## src/rtl/fp8_norm_pack_pkg.sv

```systemverilog
// Shared FP8 format definitions for the post-accumulate normalizer/packer.
// Exponent ceilings are derived from the biases so both stay consistent.
package fp8_norm_pack_pkg;

    typedef enum logic [1:0] {
        FMT_E4M3 = 2'b00,
        FMT_E5M2 = 2'b01
    } fmt_e;

    localparam int BIAS_E4M3 = 7;
    localparam int BIAS_E5M2 = 15;

    localparam int MANT_E4M3 = 3;
    localparam int MANT_E5M2 = 2;
    localparam int EXPW_E4M3 = 4;
    localparam int EXPW_E5M2 = 5;

    // E4M3 keeps exponent 15 for finite values (only mant 111 is NaN);
    // E5M2 reserves exponent 31 entirely.
    localparam int EMAX_E4M3 = 2 * BIAS_E4M3 + 1;
    localparam int EMAX_E5M2 = 2 * BIAS_E5M2;

    localparam logic [6:0] MAXF_E4M3 = 7'h7E;
    localparam logic [6:0] MAXF_E5M2 = 7'h7B;

    typedef struct packed {
        logic err;
        logic of;
        logic uf;
        logic nx;
    } flags_t;

    function automatic logic is_reserved(input logic [1:0] mode);
        return mode[1];
    endfunction

endpackage

```

## src/rtl/fp8_norm_pack_if.sv

```systemverilog
// Adder-side input beat and writeback-side result beat of the normalizer/packer.
// Both sides: a beat transfers on a rising clock edge where valid & ready are high;
// the producer holds valid and payload stable until that edge.
interface fp8_norm_pack_if #(
    parameter int MW = 16,
    parameter int EW = 8
);
    logic          in_valid;
    logic          in_ready;
    logic [MW-1:0] sum_i;
    logic [EW-1:0] emax_i;
    logic [1:0]    mode_i;

    logic          out_valid;
    logic          out_ready;
    logic [7:0]    res_o;
    logic          of_o;
    logic          uf_o;
    logic          nx_o;
    logic          err_o;

    modport slave (
        input  in_valid, sum_i, emax_i, mode_i, out_ready,
        output in_ready, out_valid, res_o, of_o, uf_o, nx_o, err_o
    );

    modport master (
        output in_valid, sum_i, emax_i, mode_i, out_ready,
        input  in_ready, out_valid, res_o, of_o, uf_o, nx_o, err_o
    );
endinterface

```

## src/rtl/fp8_norm_pack_lzc.sv

```systemverilog
// Combinational leading-zero counter; an all-zero input reports W.
module fp8_norm_pack_lzc #(
    parameter int W = 16,
    localparam int CW = $clog2(W) + 1
) (
    input  logic [W-1:0]  a,
    output logic [CW-1:0] cnt
);
    // Scan upward so the most significant set bit is the last to write.
    always_comb begin
        cnt = CW'(W);
        for (int i = 0; i < W; i++) begin
            if (a[i]) begin
                cnt = CW'(W - 1 - i);
            end
        end
    end
endmodule

```

## src/rtl/fp8_norm_pack.sv

```systemverilog
// Two-stage normalizer/packer: sign/magnitude + LZC in stage 1, normalize,
// RNE round, saturate/flush and FP8 packing into the output stage.
module fp8_norm_pack
    import fp8_norm_pack_pkg::*;
#(
    parameter int MW = 16,
    parameter int EW = 8
) (
    input  logic            clk,
    input  logic            rst,
    fp8_norm_pack_if.slave  bus
);
    localparam int H   = MW - 3;
    localparam int LZW = $clog2(MW) + 1;
    localparam int EX  = EW + 2;

    localparam logic signed [EX-1:0] P_OFF  = EX'(MW - 1 - H);
    localparam logic signed [EX-1:0] E_ZERO = '0;
    localparam logic signed [EX-1:0] E_TOP4 = EX'(EMAX_E4M3);
    localparam logic signed [EX-1:0] E_TOP5 = EX'(EMAX_E5M2);

    // ---------------- stage 1 input side ----------------
    logic           in_sign;
    logic [MW-1:0]  in_mag;
    logic [LZW-1:0] in_lz;

    assign in_sign = bus.sum_i[MW-1];
    assign in_mag  = in_sign ? (~bus.sum_i + 1'b1) : bus.sum_i;

    fp8_norm_pack_lzc #(.W(MW)) u_lzc (
        .a   (in_mag),
        .cnt (in_lz)
    );

    logic           s1_valid;
    logic           s1_sign;
    logic [MW-1:0]  s1_mag;
    logic [LZW-1:0] s1_lz;
    logic [EW-1:0]  s1_emax;
    logic [1:0]     s1_mode;

    logic           out_valid;
    logic [7:0]     res;
    flags_t         flags;

    logic           s2_advance;
    logic           in_ready;

    assign s2_advance = !out_valid | bus.out_ready;
    assign in_ready   = !s1_valid | s2_advance;

    always_ff @(posedge clk or posedge rst) begin
        if (rst) begin
            s1_valid <= 1'b0;
            s1_sign  <= 1'b0;
            s1_mag   <= '0;
            s1_lz    <= '0;
            s1_emax  <= '0;
            s1_mode  <= '0;
        end else if (in_ready) begin
            s1_valid <= bus.in_valid;
            if (bus.in_valid) begin
                s1_sign <= in_sign;
                s1_mag  <= in_mag;
                s1_lz   <= in_lz;
                s1_emax <= bus.emax_i;
                s1_mode <= bus.mode_i;
            end
        end
    end

    // ---------------- stage 2 normalize / round / pack ----------------
    logic [MW-2:0]        frac;
    logic signed [EX-1:0] e_pre;
    logic signed [EX-1:0] e_rnd;
    logic [2:0]           mant_raw;
    logic [3:0]           mant_sum;
    logic [2:0]           mant_rnd;
    logic                 guard;
    logic                 sticky;
    logic                 round_up;
    logic                 carry;
    logic [7:0]           nxt_res;
    flags_t               nxt_flags;

    always_comb begin
        // Shifting only the bits below the MSB drops the hidden one off the top.
        frac  = s1_mag[MW-2:0] << s1_lz;
        e_pre = $signed({2'b00, s1_emax}) + P_OFF - $signed({{(EX-LZW){1'b0}}, s1_lz});

        if (s1_mode == FMT_E5M2) begin
            mant_raw = {1'b0, frac[MW-2 -: MANT_E5M2]};
            guard    = frac[MW-2-MANT_E5M2];
            sticky   = |frac[MW-3-MANT_E5M2:0];
        end else begin
            mant_raw = frac[MW-2 -: MANT_E4M3];
            guard    = frac[MW-2-MANT_E4M3];
            sticky   = |frac[MW-3-MANT_E4M3:0];
        end

        round_up = guard & (sticky | mant_raw[0]);
        mant_sum = {1'b0, mant_raw} + {3'b000, round_up};
        carry    = (s1_mode == FMT_E5M2) ? mant_sum[MANT_E5M2] : mant_sum[MANT_E4M3];
        mant_rnd = carry ? 3'b000 : mant_sum[2:0];
        e_rnd    = e_pre + $signed({{(EX-1){1'b0}}, carry});

        nxt_res   = 8'h00;
        nxt_flags = '0;

        if (is_reserved(s1_mode)) begin
            nxt_flags.err = 1'b1;
        end else if (s1_mag == '0) begin
            nxt_res = 8'h00;
        end else if (e_rnd <= E_ZERO) begin
            nxt_res      = {s1_sign, 7'h00};
            nxt_flags.uf = 1'b1;
            nxt_flags.nx = 1'b1;
        end else if (s1_mode == FMT_E5M2) begin
            if (e_rnd > E_TOP5) begin
                nxt_res      = {s1_sign, MAXF_E5M2};
                nxt_flags.of = 1'b1;
                nxt_flags.nx = 1'b1;
            end else begin
                nxt_res      = {s1_sign, e_rnd[EXPW_E5M2-1:0], mant_rnd[MANT_E5M2-1:0]};
                nxt_flags.nx = guard | sticky;
            end
        end else begin
            if (e_rnd > E_TOP4 || (e_rnd == E_TOP4 && mant_rnd == 3'b111)) begin
                nxt_res      = {s1_sign, MAXF_E4M3};
                nxt_flags.of = 1'b1;
                nxt_flags.nx = 1'b1;
            end else begin
                nxt_res      = {s1_sign, e_rnd[EXPW_E4M3-1:0], mant_rnd[MANT_E4M3-1:0]};
                nxt_flags.nx = guard | sticky;
            end
        end
    end

    always_ff @(posedge clk or posedge rst) begin
        if (rst) begin
            out_valid <= 1'b0;
            res       <= 8'h00;
            flags     <= '0;
        end else if (s2_advance) begin
            out_valid <= s1_valid;
            if (s1_valid) begin
                res   <= nxt_res;
                flags <= nxt_flags;
            end
        end
    end

    assign bus.in_ready  = in_ready;
    assign bus.out_valid = out_valid;
    assign bus.res_o     = res;
    assign bus.of_o      = flags.of;
    assign bus.uf_o      = flags.uf;
    assign bus.nx_o      = flags.nx;
    assign bus.err_o     = flags.err;
endmodule

```

## src/flat_wrapper.sv

```systemverilog
// flat-port wrapper written by rule: the top's interface ports become plain ports
module fp8_norm_pack_flat import fp8_norm_pack_pkg::*;
#(
    parameter int MW = 16,
    parameter int EW = 8
)
  (clk, rst, bus_in_valid, bus_sum_i, bus_emax_i, bus_mode_i, bus_out_ready, bus_in_ready, bus_out_valid, bus_res_o, bus_of_o, bus_uf_o, bus_nx_o, bus_err_o);
  fp8_norm_pack_if #(.MW(MW), .EW(EW)) bus_i ();
  input  logic clk;
  input  logic rst;
  input wire logic [$bits(bus_i.in_valid)-1:0] bus_in_valid;
  input wire logic [$bits(bus_i.sum_i)-1:0] bus_sum_i;
  input wire logic [$bits(bus_i.emax_i)-1:0] bus_emax_i;
  input wire logic [$bits(bus_i.mode_i)-1:0] bus_mode_i;
  input wire logic [$bits(bus_i.out_ready)-1:0] bus_out_ready;
  output wire logic [$bits(bus_i.in_ready)-1:0] bus_in_ready;
  output wire logic [$bits(bus_i.out_valid)-1:0] bus_out_valid;
  output wire logic [$bits(bus_i.res_o)-1:0] bus_res_o;
  output wire logic [$bits(bus_i.of_o)-1:0] bus_of_o;
  output wire logic [$bits(bus_i.uf_o)-1:0] bus_uf_o;
  output wire logic [$bits(bus_i.nx_o)-1:0] bus_nx_o;
  output wire logic [$bits(bus_i.err_o)-1:0] bus_err_o;
  assign bus_i.in_valid = bus_in_valid;
  assign bus_i.sum_i = bus_sum_i;
  assign bus_i.emax_i = bus_emax_i;
  assign bus_i.mode_i = bus_mode_i;
  assign bus_i.out_ready = bus_out_ready;
  assign bus_in_ready = bus_i.in_ready;
  assign bus_out_valid = bus_i.out_valid;
  assign bus_res_o = bus_i.res_o;
  assign bus_of_o = bus_i.of_o;
  assign bus_uf_o = bus_i.uf_o;
  assign bus_nx_o = bus_i.nx_o;
  assign bus_err_o = bus_i.err_o;
  fp8_norm_pack #(.MW(MW), .EW(EW)) u_core (.clk(clk), .rst(rst), .bus(bus_i));
endmodule
```

## config.mk

```make
export PLATFORM = sky130hd
export DESIGN_NAME = fp8_norm_pack_flat
export DESIGN_NICKNAME = d
export VERILOG_FILES = /design/src/rtl/fp8_norm_pack_pkg.sv /design/src/rtl/fp8_norm_pack_if.sv /design/src/rtl/fp8_norm_pack_lzc.sv /design/src/rtl/fp8_norm_pack.sv /design/src/flat_wrapper.sv
export SDC_FILE = /design/constraint.sdc
export NUM_CORES = 1
export LEC_CHECK = 0
export ABC_AREA = 0
export CAP_MARGIN = 20
export CORE_MARGIN = 1
export CORE_UTILIZATION = 57
export DETAILED_ROUTE_END_ITERATION = 8
export PLACE_DENSITY = 0.84
export SYNTH_ARGS = -nofsm -noshare
export SYNTH_HDL_FRONTEND = slang
export SYNTH_HIERARCHICAL = 1
export SYNTH_SLANG_ARGS = --single-unit
```

## constraint.sdc

```tcl
create_clock -name clk -period 6.45 [get_ports clk]
set_clock_uncertainty 0.1 [all_clocks]
set_input_delay 1.29 -clock clk [delete_from_list [all_inputs] [get_ports clk]]
set_output_delay 1.29 -clock clk [all_outputs]
set_load 0.03 [all_outputs]
```

* Word-level counts from Yosys, hierarchy flattened
Cells that the tools add are included.
Storage, ports and cells: output and inout bits 14, input bits 30, register bits 46
Cells by class: shift-type cells 1, bitwise logic cells 6, multiplexer cells 40, reductions and logical operators 9, equality and inequality tests 3, $lt $le $gt $ge 3, $add $sub $neg 5
Operator list (count):
- $mux 5 | 16
- $mux 7 | 4
- $add 16x1->16 const B | 1
- $logic_not 16->1 | 1
- $mux 16 | 1
- $mux 8 | 2
- $not 16->16 | 1
- $shl 15x5->15 | 1
- $mux 1 | 13
- $mux 3 | 4
- $reduce_or 12->1 | 1
- $reduce_or 11->1 | 1
- $add 10x2->10 | 1
- $eq 10x5->1 const B | 1
- $gt 10x5->1 const B | 1
- $gt 10x6->1 const B | 1
- $le 10x1->1 const B | 1
- $sub 10x6->10 | 1
- $add 8x2->9 const B | 1
- $add 3x1->4 | 1
- $or 1x1->1 | 4
- $reduce_and 2->1 | 2
- $eq 3x3->1 const B | 1
- $eq 2x1->1 const B | 1
- 4 further kinds | 5

* Depth between registers and ports, before layout
Gate-level depths: netlist of run 1.
word-level depth 19, mapped depth 24, mapped depth without buffers 22

* Cells and area by module
The synthesis of run 1 kept the hierarchy.
Modules (own cells, without submodules):
- fp8_norm_pack | seq. area each 1151.1 um^2, times used 1, cells each 374, area an instance 3629.7 um^2
- fp8_norm_pack_lzc | seq. area each 0.0 um^2, times used 1, cells each 32, area an instance 188.9 um^2

* Worst setup path before layout of run 1
Ideal clock, no wire load.
path kind register to register, from register u_core.s1_lz[0], to register u_core.res[1], in the netlist u_core/bus.res_o[1], data required time 6.229 ns, setup slack 1.567 ns, data arrival time 4.662 ns, clock period less this slack 4.883 ns, buffers on the path 1, setup time 0.121 ns, cell stages (with the launch flop) 23, cells stage by stage dfrtp_1 -> buf_6 -> mux4_2 -> mux2_4 -> o32ai_4 -> o221ai_2 -> nor2b_1 -> ha_1 -> inv_1 -> nor2_1 -> a31oi_1 -> ha_1 -> inv_1 -> ha_1 -> fa_1 -> a211oi_1 -> o21bai_1 -> a21oi_1 -> mux2i_1 -> nor3_1 -> o21ai_1 -> a22o_1 -> a22o_1
Between the ends: word-level cells in the longest chain between the ends 16
RTL lines:
- start: declaration | line fp8_norm_pack.sv:38 | logic [LZW-1:0] s1_lz;
- start signal: assignment | line fp8_norm_pack.sv:65 | s1_lz <= in_lz;
- parallel branches: the longest is 13 deep, another holds $add 10x2->10
- $mux 7 (*) | line fp8_norm_pack.sv:114 | end else if (e_rnd <= E_ZERO) begin
- $mux 8 (*) | line fp8_norm_pack.sv:112 | end else if (s1_mag == '0) begin
- $mux 8 (*) | line fp8_norm_pack.sv:110 | if (is_reserved(s1_mode)) begin
- end signal: assignment | line fp8_norm_pack.sv:147 | res <= nxt_res;
- end: declaration | line fp8_norm_pack.sv:43 | logic [7:0] res;
Every way passes the cells marked *. A chain may end at the register's enable or synchronous reset.

* Worst setup path after layout of run 1
from register u_core.s1_lz[1], to register u_core.res[2], in the netlist u_core/bus.res_o[2]
The elaborated chain is that of the path after synthesis.

==> flow_metrics.env, run 1 <==
export IMPL_violations="design-rule violations"
export IMPL_num_rows=29
export IMPL_crit_chain="buf_8, mux4_2, mux2i_1, or3_1, and4_4, nor2b_1, ha_1, inv_1, nor2_1, a31oi_1, ha_1, inv_1, ha_1, fa_1, a211oi_1, o21bai_1, a21oi_1, mux2i_1, nor3_1, o21ai_1, a2bb2oi_1, a22o_1"
export IMPL_fp_dieArea_sq_um=7031
export IMPL_grtUsageTotal_pct=26.57
export IMPL_rsz0062_at_grt="no"
export IMPL_core_sq_um=6422
export IMPL_first_pass_iters=7
export IMPL_power_frac_comb_pct=51.3
export IMPL_synth_cell_types=70
export IMPL_finalSetupViolCount=0
export IMPL_clockPowerShare_pct=18.8
export IMPL_vias=3394
export IMPL_ys_seq_elements=46
export IMPL_grt_pass1_vias=3245
export IMPL_cts_tree="done"
export IMPL_overflow=0
export IMPL_max_slew_margin_pct=52.48
export IMPL_io_pins=44
export IMPL_final_hold_viol_count=0
export IMPL_cts_sinks=46
export IMPL_drv_cap=0
export IMPL_area_growth_pct=16.68
export IMPL_cp_common_cell="ha_1"
export IMPL_avgRoutedWirePerCell_um=16.99
export IMPL_finalCritPeriodShare_pct=89.17
export IMPL_seq_area_frac_synth_pct=30.14
export IMPL_dieWidth_um=83.85
export IMPL_die_h_um=83.85
export IMPL_path_max_fanout=17
export IMPL_worst_slew_pin_slew_ns=0.7029
export IMPL_netlist_instances=406
export IMPL_cpPeakStageDelay_ns=0.74
export IMPL_port_buffers=43
export IMPL_ys_flop_type="dfrtp_1"
export IMPL_antenna_cells=0
export IMPL_path_clk_slew_ns=0.09
export IMPL_drive_gt1_share_pct=15.02
export IMPL_fmax_mhz=173.9
export IMPL_nFillCells=494
export IMPL_cp_slowest_cell="dfrtp_1"
export IMPL_worst_path_buf_inv=3
export IMPL_cts_made_buffers=5
export IMPL_ctsHtreeMaxLevel=2
export IMPL_powerDensity_nw_per_um2=315.7
export IMPL_via_per_inst=6.489
export IMPL_irDropWorstVdd_v=0.0001311
export IMPL_dp_hpwl_um=6577
export IMPL_swShare_pct=40.42
export IMPL_p_sw_w=0.0005686
export IMPL_syn_area_per_cell_sq_um=9.406
export IMPL_crit_family="compound AO/OA/AOI/OAI gates"
export IMPL_maxSlewViolCount=0
export IMPL_status="complete, but fails checks"
export IMPL_crit_type="reg -> reg"
export IMPL_hold_path_class="reg -> reg"
export IMPL_syn_area_sq_um=3819
export IMPL_root_buffer="clkbuf_8"
export IMPL_final_nets=492
export IMPL_syn_num_nets=453
export IMPL_start_kind="register"
export IMPL_postSynth_asyncResetShare_pct=100.0
export IMPL_final_util_pct=69.37
export IMPL_ys_warn_count=6
export IMPL_worstSkewPairLatency_ns=0.30
export IMPL_setup_tns_ns=0
export IMPL_internal_power_w=0.0008380
export IMPL_worstPathRequired_ns=6.59
export IMPL_grt_max_degree=47
export IMPL_worstPathArrival_ns=5.89
export IMPL_grt_pass1_wl_um=15180
export IMPL_hold_buffers=0
export IMPL_power_leakage_nw=1.810
export IMPL_wirelength_um=8887
export IMPL_post_route_drc_count=6
export IMPL_antenna_found_initial=0
export IMPL_final_area_sq_um=4456
export IMPL_clockBufferDepth=2
export IMPL_postRouteAntennaNets=0
export IMPL_first_iter_violations=334
export IMPL_start_util_pct=59.46
export IMPL_placed_area_sq_um=4277
export IMPL_end_kind="register"
export IMPL_period_minus_slack_ns=5.752
export IMPL_synth_edf_count=0
export IMPL_power_share_sequential_pct=30.0
export IMPL_gp_congestion=0.9331
==> routing by layer <==
| metal | wire (um) | GRT usage, % | up-vias |
|---|---|---|---|
| met4 | 134 | 9.091 | 0 |
| met2 | 4233 | 43.67 | 156 |
| met1 | 3957 | 35.99 | 1620 |
| met3 | 561 | 3.759 | 17 |
| li1 | - | - | 1601 |
| met5 | 0 | 0 | - |
==> worst paths after layout <==
kind | cells past startpoint | slack [ns] | endpoint | from
setup reg to reg | 22 | 0.70 | u_core/bus.res_o[2] | u_core/s1_lz[1]
max in group asynchronous | 3 | 4.77 | u_core/s1_lz[0] | rst
setup / recovery | 22 | 0.70 | u_core/bus.res_o[2] | u_core/s1_lz[1]
hold reg to reg | 2 | 0.39 | u_core/bus.uf_o | u_core/bus.uf_o
hold / removal | 2 | 0.39 | u_core/bus.uf_o | u_core/bus.uf_o
min in group asynchronous | 2 | 1.06 | u_core/s1_mag[14] | rst
==> worst min-delay path: cells and delay by family, from the launching register on <==
family	cells	cell delay [ns]
compound gates	1	0.06
flops	1	0.35
simple gates	1	0.05
==> cells in the mapped netlist (3+ instances only) <==
master	n	area (sq um)
dfrtp_1	46	1151
nand2_1	33	123.9
mux2_2	32	360.4
nor2_1	26	97.59
a21oi_1	23	115.1
inv_1	21	78.83
o21ai_0	20	100.1
mux2i_1	17	170.2
ha_1	16	200.2
nand2b_1	11	68.82
nor3_1	11	55.05
xnor2_1	10	87.58
nor4_1	6	37.54
o31ai_1	6	45.04
xor2_1	6	52.55
clkbuf_1	5	18.77
mux4_2	5	112.6
nor2b_1	5	31.28
nor3b_1	5	37.54
o22ai_1	5	31.28
or3_1	5	31.28
buf_2	4	20.02
nand4_1	4	25.02
o211ai_1	4	30.03
a21o_1	3	22.52
a22o_1	3	26.28
a31oi_1	3	18.77
and3_1	3	18.77
mux2_1	3	33.78
nand3_1	3	15.01
o31a_1	3	26.28
o32ai_1	3	26.28
or2_2	3	18.77
==> what timing repair did <==
action / in CTS / in global routing
hold endpoints to repair: 0 / 0
setup endpoints to repair: 0 / 8
resized for setup: 0 / 1
setup buffers: 0 / 0
==> logic make-up (layout without fill, tap and decap cells) <==
kind of cell             after synthesis  count (layout)  synth area share, %
flip-flops                            46              46                30.14
AO/OA/AOI/OAI                        102             102                19.40
buffers and inverters                 37              77                4.358
XOR/XNOR                              16              16                3.670
adder cells (fa/ha/maj)               17              17                5.767
AND/OR/NAND/NOR                      130             130                18.55
multiplexers                          58              58                18.12
==> layout make-up <==
cell class                      instances  area [sq um]  share of cell area, %
Clock buffer                            6         82.58                  1.853
Clock inverter                          2         60.06                  1.348
Inverter                               22         82.58                  1.853
Multi-Input combinational cell        323          2501                  56.14
Sequential cell                        46          1152                  25.86
Tap cell                               77         96.34                  2.162
Timing Repair Buffer                   47         480.5                  10.78
==> sequential cells by signal, summed over array words and instances, names as in the netlist, 2 cells and up <==
register	flops
u_core/s1_mag	16
u_core/s1_emax	8
u_core/s1_lz	5
u_core/s1_mode	2
u_core/bus.res_o	8
==> placed cells by master (no fill, tap or decap), types with 3 or more instances in the layout <==
cell	synthesis	layout
a21o_1	3	3
a21oi_1	23	23
a22o_1	3	3
a31oi_1	3	3
and3_1	3	3
clkbuf_8	0	6
clkdlybuf4s50_1	0	43
dfrtp_1	46	45
ha_1	16	16
inv_1	21	20
mux2_1	3	3
mux2_2	32	32
mux2i_1	17	17
mux4_2	5	5
nand2_1	33	33
nand2b_1	11	11
nand3_1	3	3
nand4_1	4	4
nor2_1	26	26
nor2b_1	5	5
nor3_1	11	11
nor3b_1	5	5
nor4_1	6	6
o211ai_1	4	4
o21ai_0	20	20
o22ai_1	5	5
o31a_1	3	3
o31ai_1	6	6
o32ai_1	3	3
or2_2	3	3
or3_1	5	5
xnor2_1	10	10
xor2_1	6	6
==> through the flow <==
stage / total power [W] / cells / setup slack, ns / hold WS [ns]
floorplan: 0.0009456 / 406 / 1.567 / 0.3569
global placement: 0.001098 / 513 / 0.8231 / 0.3697
detailed placement: 0.001123 / 513 / 0.5824 / 0.3733
CTS: 0.001393 / 521 / 0.5166 / 0.4000
global route: 0.001496 / 523 / 0.2617 / 0.4269
finish: 0.001407 / 523 / 0.6984 / 0.3944
==> power groups by stage <==
stage	Combinational [W]	Clock, W	Sequential [W]
2_1_floorplan	0.000513	0	0.000432
3_3_place_gp	0.000671	0	0.000427
3_5_place_dp	0.000691	0	0.000431
4_1_cts	0.000698	0.000270	0.000426
5_1_grt	0.000783	0.000282	0.000431
6_report	0.000721	0.000264	0.000422
No activity file was read; power rests on OpenSTA's default activity.
==> run 2: changes to the inputs <==
- CORE_MARGIN: 1 -> not set
- GPL_ROUTABILITY_DRIVEN: not set -> 0
==> flow_metrics.env, run 2 (synthesis gave the netlist of run 1 again) <==
export IMPL_violations="design-rule violations"
export IMPL_setup_tns_ns=0
export IMPL_first_pass_iters=8
export IMPL_grt_max_degree=47
export IMPL_worstPathRequired_ns=6.55
export IMPL_final_cell_mix="dfrtp_1 (45), clkdlybuf4s50_1 (43), nand2_1 (33), mux2_2 (32), nor2_1 (26)"
export IMPL_path_max_fanout=22
export IMPL_hold_buffers=0
export IMPL_area_growth_pct=15.63
export IMPL_die_h_um=83.85
export IMPL_cts_tree="done"
export IMPL_end_kind="register"
export IMPL_maxSlewViolCount=0
export IMPL_max_slew_margin_pct=37.70
export IMPL_worst_slew_pin_slew_ns=0.9331
export IMPL_largest_reg_flops=16
export IMPL_power_leakage_nw=1.786
export IMPL_overflow=0
export IMPL_avgRoutedWirePerCell_um=17.29
export IMPL_ctsHtreeMaxLevel=2
export IMPL_core_sq_um=6422
export IMPL_regMostFlops="u_core/s1_mag"
export IMPL_start_kind="register"
export IMPL_hold_path_class="reg -> reg"
export IMPL_wirelength_um=9026
export IMPL_path_clk_slew_ns=0.08
export IMPL_drive_gt1_share_pct=14.61
export IMPL_worstSkewPairLatency_ns=0.30
export IMPL_io_pins=44
export IMPL_nFillCells=522
export IMPL_post_route_drc_count=6
export IMPL_final_hold_viol_count=0
export IMPL_via_per_inst=6.559
export IMPL_finalSetupViolCount=0
export IMPL_final_nets=491
export IMPL_num_rows=29
export IMPL_antenna_found_initial=0
export IMPL_vias=3424
export IMPL_cts_made_buffers=5
export IMPL_fmax_mhz=177.9
export IMPL_grt_pass1_vias=3369
export IMPL_drv_cap=0
export IMPL_rsz0062_at_grt="no"
export IMPL_postRouteAntennaNets=0
export IMPL_dieWidth_um=83.85
export IMPL_cts_sinks=46
export IMPL_powerDensity_nw_per_um2=308.4
export IMPL_first_iter_violations=335
export IMPL_fin_worst_hold_slack_ns=0.3927
export IMPL_root_buffer="clkbuf_8"
export IMPL_clockBufferDepth=2
export IMPL_start_util_pct=59.46
export IMPL_fp_dieArea_sq_um=7031
export IMPL_irDropWorstVdd_v=0.0001460
export IMPL_status="complete, but fails checks"
export IMPL_layout_commonest_cell="dfrtp_1"
export IMPL_grtUsageTotal_pct=27.26
export IMPL_crit_type="reg -> reg"
export IMPL_antenna_cells=0
export IMPL_grt_pass1_wl_um=15620
export IMPL_worstPathArrival_ns=5.72
export IMPL_dp_hpwl_um=6754
export IMPL_cts_resized=0
export IMPL_finalCritPeriodShare_pct=87.16
export IMPL_period_minus_slack_ns=5.622
export IMPL_post_cts_setup_buffers=0
export IMPL_port_buffers=43
run 2: metal layers:
layer  share of wire (%)  up-vias  track usage (%)
met2                  48      170            45.16
met3                 6.7       25            4.154
li1                    -     1596                -
met5                   0        -                0
met1                  43     1633            36.29
met4                 2.4        0            9.718
run 2: layout make-up:
| type | instances | area [sq um] | share of cell area, % |
|---|---|---|---|
| multi-input cells | 323 | 2501 | 56.65 |
| repair buffers | 46 | 473.0 | 10.71 |
| well taps | 77 | 96.34 | 2.182 |
| flip-flops and latches | 46 | 1152 | 26.10 |
| inverters | 22 | 82.58 | 1.870 |
| clock buffers | 6 | 72.57 | 1.644 |
| clock inverters | 2 | 37.54 | 0.8501 |
run 2: report_power, final:
group	total, W	internal (W)	switching, W
clock	0.000213	0.000116	0.0000975
combinational	0.000729	0.000332	0.000397
sequential	0.000420	0.000343	0.0000767
run 2: stage by stage:
stage | setup WS (ns) | total power [W] | utilization, % | cells | area, sq um
detailed placement | 0.6120 | 0.001124 | 66.59 | 513 | 4277
floorplan | 1.567 | 0.0009456 | - | 406 | 3819
finish | 0.8279 | 0.001362 | 68.75 | 522 | 4415
CTS | 0.5583 | 0.001344 | 68.30 | 521 | 4387
global route | 0.2942 | 0.001457 | 68.75 | 522 | 4415
global placement | 0.8083 | 0.001097 | 66.59 | 513 | 4277
run 2: path summary, 6_finish.rpt:
check	from	end	slack, ns	depth (start not counted)
max	u_core/s1_lz[0]	u_core/bus.res_o[1]	0.83	21
min	u_core/bus.uf_o	u_core/bus.uf_o	0.39	2
max reg2reg	u_core/s1_lz[0]	u_core/bus.res_o[1]	0.83	21
min reg2reg	u_core/bus.uf_o	u_core/bus.uf_o	0.39	2
max in group asynchronous	rst	u_core/s1_lz[0]	4.20	2
min in group asynchronous	rst	u_core/bus.out_valid	1.41	2
run 2: critical path, cell delays in order, from the launching register on:
cell	delay [ns]
dfrtp_2	0.66
mux4_2	0.57
mux2_4	0.30
o32ai_4	0.19
o221ai_2	0.16
nor2b_1	0.16
ha_1	0.21
inv_1	0.10
nor2_1	0.05
a31oi_1	0.22
ha_1	0.16
inv_1	0.04
ha_1	0.21
fa_1	0.44
a211oi_1	0.28
o21bai_1	0.11
a21oi_1	0.20
mux2i_1	0.15
o32ai_1	0.49
nand2_1	0.26
a22o_1	0.26
a22o_1	0.19
==> run 3: changes to the inputs <==
- CORE_UTILIZATION: 57 -> 50
- PLACE_DENSITY: 0.84 -> 0.75
==> flow_metrics.env, run 3 (synthesis gave the netlist of run 1 again) <==
export IMPL_status="finished clean"
export IMPL_fmax_mhz=172.4
export IMPL_end_kind="register"
export IMPL_dp_hpwl_um=6504
export IMPL_root_buffer="clkbuf_8"
export IMPL_path_clk_slew_ns=0.09
export IMPL_grt_pass1_vias=2942
export IMPL_clockBufferDepth=2
export IMPL_vias=3281
export IMPL_final_nets=491
export IMPL_grtUsageTotal_pct=22.85
export IMPL_cp_slowest_cell="dfrtp_1"
export IMPL_p_sw_w=0.0005601
export IMPL_io_pins=44
export IMPL_finalCritPeriodShare_pct=89.91
export IMPL_worstPathArrival_ns=5.89
export IMPL_drv_cap=0
export IMPL_via_per_inst=6.031
export IMPL_antenna_cells=0
export IMPL_core_sq_um=7331
export IMPL_worst_path_buf_inv=2
export IMPL_start_kind="register"
export IMPL_internal_power_w=0.0007552
export IMPL_wirelength_um=8528
export IMPL_power_frac_comb_pct=53.4
export IMPL_powerDensity_nw_per_um2=298.4
export IMPL_path_max_fanout=23
export IMPL_start_util_pct=52.09
export IMPL_swShare_pct=42.58
export IMPL_fp_dieArea_sq_um=7991
export IMPL_num_rows=31
export IMPL_gr_usage_met2_pct=36.16
export IMPL_worstPathRequired_ns=6.55
export IMPL_hold_path_class="reg -> reg"
export IMPL_finalSetupViolCount=0
export IMPL_avgRoutedWirePerCell_um=15.68
export IMPL_die_h_um=89.39
export IMPL_maxSlewViolCount=0
export IMPL_port_buffers=43
export IMPL_dieWidth_um=89.39
export IMPL_postRouteAntennaNets=0
export IMPL_area_growth_pct=15.43
export IMPL_drive_gt1_share_pct=14.83
export IMPL_post_route_drc_count=0
export IMPL_cp_common_cell="ha_1"
export IMPL_antenna_found_initial=0
export IMPL_final_cell_mix="dfrtp_1 (45), clkdlybuf4s50_1 (43), nand2_1 (33), mux2_2 (32), nor2_1 (26)"
export IMPL_worst_slew_pin_slew_ns=0.9475
export IMPL_first_pass_iters=4
export IMPL_rsz0062_at_grt="no"
export IMPL_clockPowerShare_pct=14.2
export IMPL_cts_tree="done"
export IMPL_nFillCells=595
export IMPL_irDropWorstVdd_v=0.0001214
export IMPL_power_share_sequential_pct=32.4
export IMPL_ctsHtreeMaxLevel=2
export IMPL_regArea_sq_um=1152
export IMPL_crit_family="compound AO/OA/AOI/OAI gates"
export IMPL_multi_input_area_sq_um=2501
export IMPL_grtUsageMet3_pct=3.232
export IMPL_cpPeakStageDelay_ns=0.96
export IMPL_final_util_pct=60.13
export IMPL_largest_reg_flops=16
export IMPL_grt_pass1_wl_um=14170
export IMPL_busiest_layer="met2"
export IMPL_first_iter_violations=315
export IMPL_crit_type="reg -> reg"
export IMPL_cts_sinks=46
export IMPL_power_leakage_nw=1.774
export IMPL_layout_commonest_cell="dfrtp_1"
export IMPL_cts_made_buffers=5
export IMPL_setup_tns_ns=0
export IMPL_post_cts_setup_buffers=0
export IMPL_worstSkewPairLatency_ns=0.30
export IMPL_final_hold_viol_count=0
export IMPL_regMostFlops="u_core/s1_mag"
export IMPL_grt_max_degree=47
export IMPL_crit_chain="mux4_2, mux2i_1, or3_1, and4_4, nor2b_1, ha_1, inv_1, nor2_1, a31oi_1, ha_1, inv_1, ha_1, fa_1, a211oi_1, o21bai_1, a21oi_1, mux2i_1, o32ai_1, nand2_1, a22o_1, a22o_1"
export IMPL_grt_util_met1_pct=32.60
export IMPL_overflow=0
export IMPL_max_slew_margin_pct=36.74
export IMPL_period_minus_slack_ns=5.799
==> run 3: cell types whose count changed in the layout (fill, tap and decap cells not counted), sizes merged <==
cell | before | now
bufinv | 1 | 0
clkinv | 1 | 2
==> run 3: power by group through the flow <==
stage / clock network [W] / logic (W) / registers [W]
2_1_floorplan: 0 / 0.000513 / 0.000432
3_3_place_gp: 0 / 0.000681 / 0.000425
3_5_place_dp: 0 / 0.000692 / 0.000430
4_1_cts: 0.000191 / 0.000696 / 0.000425
5_1_grt: 0.000202 / 0.000773 / 0.000437
6_report: 0.000186 / 0.000702 / 0.000427
==> run 3: what timing repair did <==
action | 4_1_cts | 5_1_grt
hold buffers | 0 | 0
gates resized for setup | 0 | 1
setup endpoints to repair | 0 | 7
endpoints found under the hold margin | 0 | 0
==> run 3: worst reg2reg max path: stages (launching register included) <==
cell	delay, ns
dfrtp_1	0.96
mux4_2	0.61
mux2i_1	0.17
or3_1	0.13
and4_4	0.26
nor2b_1	0.06
ha_1	0.22
inv_1	0.10
nor2_1	0.05
a31oi_1	0.23
ha_1	0.17
inv_1	0.04
ha_1	0.20
fa_1	0.42
a211oi_1	0.28
o21bai_1	0.11
a21oi_1	0.19
mux2i_1	0.15
o32ai_1	0.51
nand2_1	0.27
a22o_1	0.27
a22o_1	0.19
==> run 3: metal layers <==
layer / vias to the layer above / share of wire (%)
met5: - / 0
met2: 112 / 45
met3: 7 / 4.7
met1: 1559 / 49
met4: 0 / 1.2
li1: 1603 / -
==> run 3: metrics by stage <==
step	total power, W	cell area, sq um	instances	worst slack (ns)	hold WS, ns
global placement	0.001107	4312	536	0.7556	0.3749
CTS	0.001312	4407	544	0.5627	0.4060
finish	0.001315	4408	544	0.6510	0.3983
global route	0.001412	4408	544	0.1512	0.4251
floorplan	0.0009456	3819	406	1.567	0.3569
detailed placement	0.001122	4312	536	0.5953	0.3812
==> run 3: area by class of cell <==
class,count,share of cell area (%)
timing repair buffer,46,10.28
multi-input combinational,323,56.74
tap,99,2.810
clock inverter,2,0.2838
clock buffer,6,1.873
sequential,46,26.14
inverter,22,1.873
==> run 3: path summary, 6_finish.rpt <==
check	start	end	slack, ns	depth (start not counted)
min reg2reg	u_core/bus.res_o[0]	u_core/bus.res_o[0]	0.40	2
max	u_core/s1_lz[1]	u_core/bus.res_o[1]	0.65	21
max reg2reg	u_core/s1_lz[1]	u_core/bus.res_o[1]	0.65	21
min	u_core/bus.res_o[0]	u_core/bus.res_o[0]	0.40	2
max in group asynchronous	rst	u_core/s1_lz[0]	4.18	2
min in group asynchronous	rst	u_core/bus.out_valid	1.43	2
